**src/rtl/if_id_buffer_pkg.sv**
```systemverilog
// Shared constants for the fetch/decode decoupling buffer.
// These stand in for the legacy ZeroWord / InstBus / InstAddrBus / NopInst defines.
package if_id_buffer_pkg;

    localparam int          INST_BUS_W      = 32;
    localparam int          INST_ADDR_BUS_W = 32;
    localparam logic [31:0] ZERO_WORD       = 32'h0000_0000;
    localparam logic [31:0] NOP_INST        = 32'h0000_0000;

endpackage

```
**src/rtl/if_id_buf_mem.sv**
```systemverilog
// Entry storage for the IF/ID buffer: one synchronous write port and one asynchronous read port.
// Contents are not reset; occupancy tracking in the parent decides which entries are meaningful.
module if_id_buf_mem
    import if_id_buffer_pkg::*;
#(
    parameter int DEPTH = 2,
    parameter int W     = INST_ADDR_BUS_W + INST_BUS_W
) (
    input  logic                     clk,
    input  logic                     we,
    input  logic [$clog2(DEPTH)-1:0] waddr,
    input  logic [W-1:0]             wdata,
    input  logic [$clog2(DEPTH)-1:0] raddr,
    output logic [W-1:0]             rdata
);

    logic [W-1:0] mem [DEPTH];

    always_ff @(posedge clk) begin
        if (we) begin
            mem[waddr] <= wdata;
        end
    end

    assign rdata = mem[raddr];

endmodule

```
**src/rtl/if_id_buffer.sv**
```systemverilog
// In-order {pc, inst} buffer between fetch and decode with valid/ready on both sides and
// a one-cycle flush. Optional stall counter port stall_cnt_o under `IF_ID_BUF_PERF_EN.
module if_id_buffer
    import if_id_buffer_pkg::*;
#(
    parameter int          DEPTH = 2,
    parameter int          AW    = INST_ADDR_BUS_W,
    parameter int          DW    = INST_BUS_W,
    parameter logic [DW-1:0] NOP = DW'(NOP_INST)
) (
    input  logic                     clk,
    input  logic                     rst,
    input  logic [AW-1:0]            if_pc_i,
    input  logic [DW-1:0]            if_inst_i,
    input  logic                     if_valid_i,
    output logic                     if_ready_o,
    output logic [AW-1:0]            id_pc_o,
    output logic [DW-1:0]            id_inst_o,
    output logic                     id_valid_o,
    input  logic                     id_ready_i,
    input  logic                     flush_i,
    output logic [$clog2(DEPTH):0]   count_o
`ifdef IF_ID_BUF_PERF_EN
    ,
    output logic [31:0]              stall_cnt_o
`endif
);

    localparam int              PW   = $clog2(DEPTH);
    localparam int              CW   = $clog2(DEPTH) + 1;
    localparam logic [CW-1:0]   FULL = CW'(DEPTH);

    logic [PW-1:0]    wr_ptr_q;
    logic [PW-1:0]    rd_ptr_q;
    logic [CW-1:0]    count_q;
    logic             push;
    logic             pop;
    logic [AW+DW-1:0] rd_entry;

    // Ready depends only on registered occupancy, so a full buffer cannot refill on a pop cycle.
    assign if_ready_o = (count_q != FULL);
    assign id_valid_o = (count_q != '0);
    assign push       = if_valid_i & if_ready_o;
    assign pop        = id_valid_o & id_ready_i;

    always_ff @(posedge clk or posedge rst) begin
        if (rst) begin
            wr_ptr_q <= '0;
            rd_ptr_q <= '0;
            count_q  <= '0;
        end else if (flush_i) begin
            wr_ptr_q <= '0;
            rd_ptr_q <= '0;
            count_q  <= '0;
        end else begin
            if (push) begin
                wr_ptr_q <= wr_ptr_q + PW'(1);
            end
            if (pop) begin
                rd_ptr_q <= rd_ptr_q + PW'(1);
            end
            case ({push, pop})
                2'b10:   count_q <= count_q + CW'(1);
                2'b01:   count_q <= count_q - CW'(1);
                default: count_q <= count_q;
            endcase
        end
    end

    if_id_buf_mem #(
        .DEPTH (DEPTH),
        .W     (AW + DW)
    ) u_mem (
        .clk   (clk),
        .we    (push & ~flush_i),
        .waddr (wr_ptr_q),
        .wdata ({if_pc_i, if_inst_i}),
        .raddr (rd_ptr_q),
        .rdata (rd_entry)
    );

    assign id_pc_o   = id_valid_o ? rd_entry[AW+DW-1:DW] : AW'(ZERO_WORD);
    assign id_inst_o = id_valid_o ? rd_entry[DW-1:0]     : NOP;
    assign count_o   = count_q;

`ifdef IF_ID_BUF_PERF_EN
    function automatic logic [31:0] sat_inc(input logic [31:0] v);
        return (v == 32'hFFFF_FFFF) ? v : v + 32'd1;
    endfunction

    logic [31:0] stall_cnt_q;

    // Survives flush so stall statistics span redirects.
    always_ff @(posedge clk or posedge rst) begin
        if (rst) begin
            stall_cnt_q <= '0;
        end else if (if_valid_i && !if_ready_o) begin
            stall_cnt_q <= sat_inc(stall_cnt_q);
        end
    end

    assign stall_cnt_o = stall_cnt_q;
`endif

endmodule

```
**config.mk**
```make
export PLATFORM = sky130hd
export DESIGN_NAME = if_id_buffer
export DESIGN_NICKNAME = d
export VERILOG_FILES = /design/src/rtl/if_id_buffer_pkg.sv /design/src/rtl/if_id_buf_mem.sv /design/src/rtl/if_id_buffer.sv
export SDC_FILE = /design/constraint.sdc
export NUM_CORES = 1
export LEC_CHECK = 0
export ABC_AREA = 1
export CAP_MARGIN = 30
export CORE_UTILIZATION = 50
export CTS_CLUSTER_SIZE = 16
export DETAILED_ROUTE_END_ITERATION = 10
export DONT_BUFFER_PORTS = 1
export PLACE_DENSITY = 0.7
export SETUP_SLACK_MARGIN = 0.15
export SLEW_MARGIN = 15
export SYNTH_ARGS = -nofsm -noshare
export SYNTH_HDL_FRONTEND = slang
export SYNTH_SLANG_ARGS = --single-unit
```
**constraint.sdc**
```tcl
create_clock -name clk -period 4.6 [get_ports clk]
set_clock_uncertainty 0.05 [all_clocks]
set_input_delay 0.92 -clock clk [delete_from_list [all_inputs] [get_ports clk]]
set_output_delay 0.92 -clock clk [all_outputs]
set_load 0.01 [all_outputs]
```
* Yosys cells after proc, flatten, opt, wreduce, memory -nomap -nowiden *
Memory sizes are Yosys's and may differ from the RTL's.
Cells that the tools add are included.

cells by class
  add/sub/neg operators = 4
  reductions and logical operators = 4
  bitwise logic cells = 4
  eq/ne operators = 3
  mux-type cells = 10

operator list
  kind                                                 number
  two-way mux 32 bit                                   2
  two-way mux 1 bit                                    6
  nonzero test 2 bit                                   3
  case mux 2 bit (2 select lines)                      1
  bitwise AND 1 bit                                    3
  nonzero test 3 bit                                   1
  adder 1 bit, second input constant                   2
  adder 2 x 1 -> 2 bit, second input constant          1
  equality test 2 x 1 -> 1 bit, second input constant  1
  equality test 2 bit, second input constant           1
  two-way mux 2 bit                                    1
  inequality test 2 bit, second input constant         1
  subtractor 2 x 1 -> 2 bit, second input constant     1
  inverter 1 bit                                       1

word-level totals
  input bits = 69
  logic and storage cells = 29
  bits in writable memories = 128
  memories = 1
  bits in registers = 4

memory list
  memory     words  bits a word  read ports  clocked after memory_dff  write ports  line                 text
  u_mem.mem  2      64           1           0                         1            if_id_buf_mem.sv:17  logic [W-1:0] mem [DEPTH];

* Longest topological paths before layout *
  depth in word-level cells = 5
  mapped depth = 8

* Modules after synthesis *
From an unflattened synthesis, not the netlist that was laid out.

unflattened totals
  cells, all modules = 509
  area total of the unflattened synthesis = 5496.5 µm²

by module, submodules not included
  module         cells each  seq. area each (µm²)  instances  area each (µm²)
  if_id_buf_mem  338         3843.7                1          4703.3
  if_id_buffer   171         100.1                 1          793.3

* Least setup slack after synthesis *
Ideal clock, no wire load.

  path type = input port to flip-flop
  start point = in flush_i
  end point = mem u_mem.mem[0][0] (netlist bit) (enable)
  arrival = 3.835 ns
  data required time = 4.064 ns
  stages on the path = 3
  setup slack = 0.229 ns
  path buffers = 0
  cell sequence = inv_1 -> nand3_1 -> nor2_1

on the way
  longest elaborated chain between the ends = 4

ends and longest elaborated chain
  element                                  line                 text
  from (decl)                              if_id_buffer.sv:21   input logic flush_i,
  inverter 1 bit                           if_id_buffer.sv:75   .we (push & ~flush_i),
  bitwise AND 1 bit                        if_id_buffer.sv:75
  two-way mux 1 bit                        if_id_buf_mem.sv:20  if (we) begin
  two-way mux 1 bit (implied by the code)  if_id_buf_mem.sv:21  mem[waddr] <= wdata;
  to (decl)                                if_id_buf_mem.sv:17

No other way between the ends.

* Final worst setup path *
  start point = reg count_q[1] (netlist: count_o[1])
  end point = out id_pc_o[5]

on the way
  longest elaborated chain between the ends = 2

ends and longest elaborated chain
  element                 line                text
  from (decl)             if_id_buffer.sv:35  logic [CW-1:0] count_q;
  from (signal assigned)  if_id_buffer.sv:63  2'b10: count_q <= count_q + CW'(1);
  from (signal assigned)  if_id_buffer.sv:64  2'b01: count_q <= count_q - CW'(1);
  from (signal assigned)  if_id_buffer.sv:65  default: count_q <= count_q;
  nonzero test 2 bit      if_id_buffer.sv:42  assign id_valid_o = (count_q != '0);
  two-way mux 32 bit      if_id_buffer.sv:82  assign id_pc_o = id_valid_o ? rd_entry[AW+DW-1:DW] : AW'(ZERO_WORD);
  to (decl)               if_id_buffer.sv:17  output logic [AW-1:0] id_pc_o,

No other way between the ends.

==> impl_metrics.ini <==
[status]
run_status = finished clean

[clocking]
clk_pin_slew_worst_paths_ns = 0.06
post-cts-setup-buffers = 0
root_buffer = clkbuf_8
cts-buffers-inserted = 17
clock_latency_ns = 0.51
cts_tree = yes
h-tree-depth = 4
hold_buffers = 0
ctsResizeCount = 0
cts_max_path_buffers = 2
cts.sinks = 132

[worst_setup_path]
worstPathArrival_ns = 2.16
startpoint_type = flip-flop
path_class = reg2out
cp.required_ns = 3.63
crit_fanout = 45
cp-startpoint = count_o[1]$_DFFE_PP0P_
cp-end-kind = primary output
r2r-start = count_o[0]$_DFFE_PP0P_

[logic_synthesis]
synthArstFlopShare = 0.0303
synthCells = 378
synth_fp_nets = 447
yosys-top-cells-count = nand2_1 (136), edfxtp_1 (128), a21oi_1 (65), clkbuf_1 (8), inv_1 (8)
ys_seq_elements = 132
syn_avg_cell_area_sq_um = 13.2
synth_most_common_cell = nand2_1
yosys.area.top_type = edfxtp_1
yosysSeqAreaShare = 0.789
yosys_warnings = 0
synth_top_area_frac = 0.769
synth_cell_types = 15
ys_top_cells_by_area = edfxtp_1 (77%), nand2_1 (10%), a21oi_1 (6.5%), dfrtp_1 (2.0%), buf_4 (0.75%)
synth_edf_count = 128
synthFlopType = edfxtp_1
syn_area_sq_um = 5000

[routing]
routed_via_density = 5.29
drtIter0Drc = 103
wl_per_cell_um = 17.6
drc = 0
firstDrtPassIters = 4
wl_mm = 9.31
ant_nets = 0
vias = 2793

[timing]
fmax_mhz = 319
setup_violations = 0
worst_pin_slew_ns = 0.792
period_minus_slack_ns = 3.13
max_slew_margin = 0.471
timing.final.crit_share = 0.681
fin_tns_setup_ns = 0
finalMaxSlewViolations = 0
hold_violations = 0
grt_setup_unrepaired = false

[global_route]
grt_pass1_wl_mm = 13.7
grtUsageTotal = 0.181
grt_pass1_vias = 2750
antenna_found_initial = 0
grt_overflow = 0
grt_max_degree = 67

[floorplan]
ios = 137
dieHeight_um = 102
row_count = 36
dieArea_sq_um = 10400
initial_core_util = 0.514
die_w_um = 102
core_area_sq_um = 9730

[power]
p_sw_frac = 0.317
power_density_nw_per_um2 = 605
combPwrFrac = 0.206
seqPwrFrac = 0.429
leakage_uw = 0.00199
clkPwrFrac = 0.365
power.internal_uw = 2370
p_switching_uw = 1100
irDropWorstVdd_uv = 276

[final_layout]
syn2layout_area_growth_pct = 14.7
fillers = 775
insertedDiodeCount = 0
fin_cells = 528
final_nets = 451
post_route_cells_drive_above_1_share = 0.109

[placement]
io_buffer_count = 0
dp_hpwl_mm = 5.61
routabilityCongestion = 0.845
placed_cells_incl_taps = 496

[min_path]
hold_path.class = in2async

[job]
cap_violations = 0
==> power by group through the flow <==
| stage | Clock, uW | Combinational, uW | Sequential (uW) |
|---|---|---|---|
| floorplan | 0 | 587 | 1510 |
| global placement | 0 | 707 | 1510 |
| detailed placement | 0 | 728 | 1510 |
| CTS | 1290 | 728 | 1490 |
| global route | 1340 | 797 | 1500 |
| finish | 1270 | 714 | 1490 |
==> path summary, 6_finish.rpt <==
check / to / slack (ns) / depth (start not counted)
min reg2reg: wr_ptr_q$_DFFE_PP0P_ / 0.57 / 1
max reg2reg: u_mem.mem[1][49]$_DFFE_PP_ / 2.21 / 5
min in group clk: u_mem.mem[0][55]$_DFFE_PP_ / 0.45 / 0
max: id_pc_o[5] / 1.47 / 3
min: count_o[0]$_DFFE_PP0P_ / 0.13 / 1
max in group asynchronous: rd_ptr_q$_DFFE_PP0P_ / 4.19 / 1
==> cell usage in the layout (no fill, tap or decap), types with 3 or more instances in the layout <==
cell	synthesis	layout
nand2_1	136	136
edfxtp_1	128	128
a21oi_1	65	65
clkbuf_16	0	16
inv_1	8	8
nand3_1	4	4
inv_6	0	4
nor2_4	0	3
o21ai_0	3	3
clkinv_4	0	3
clkinvlp_4	0	3
dfrtp_1	4	3
buf_12	0	3
==> final cells by class <==
class,count,area [sq um],area share
flip-flops and latches,132,3950,0.689
clock inverters,14,151,0.0264
clock buffers,18,418,0.0730
repair buffers,5,75.1,0.0131
inverters,9,33.8,0.00590
multi-input cells,217,938,0.164
well taps,133,166,0.0291
==> kinds of logic after synthesis <==
logic type             count (synthesis)  synth area share
AND/OR/NAND/NOR                      148             0.114
flip-flops                           132             0.789
AO/OA/AOI/OAI                         69            0.0691
buffers and inverters                 29            0.0273
==> per-layer routing <==
layer / track usage / vias to the layer above / share of wire
met4: 0.104 / 0 / 0.025
met2: 0.299 / 109 / 0.50
met5: 0 / - / 0
li1: - / 1333 / -
met3: 0.0787 / 17 / 0.090
met1: 0.195 / 1334 / 0.39
==> critical path: stages, from the launching register on <==
cell and delay [ns]:
dfrtp_1 0.49, nor2_4 0.45, buf_4 0.50, a21oi_1 0.18
==> sequential cells by signal (all words and copies together) (netlist names) <==
| signal | cells |
|---|---|
| count_o | 2 |
| u_mem.mem | 128 |
| rd_ptr_q | 1 |
| wr_ptr_q | 1 |
==> per-stage QoR <==
stage | util | power (uW) | cell area [sq um] | hold slack (ns) | worst slack [ns]
finish | 0.589 | 3470 | 5730 | 0.134 | 1.47
global route | 0.589 | 3630 | 5730 | 0.126 | 1.31
CTS | 0.589 | 3510 | 5730 | 0.106 | 1.40
detailed placement | 0.530 | 2240 | 5160 | 0.569 | 1.91
global placement | 0.528 | 2210 | 5140 | 0.516 | 1.96
floorplan | - | 2090 | 5000 | 0.431 | 0.229
Note: power is estimated with default switching activity, not from simulation.
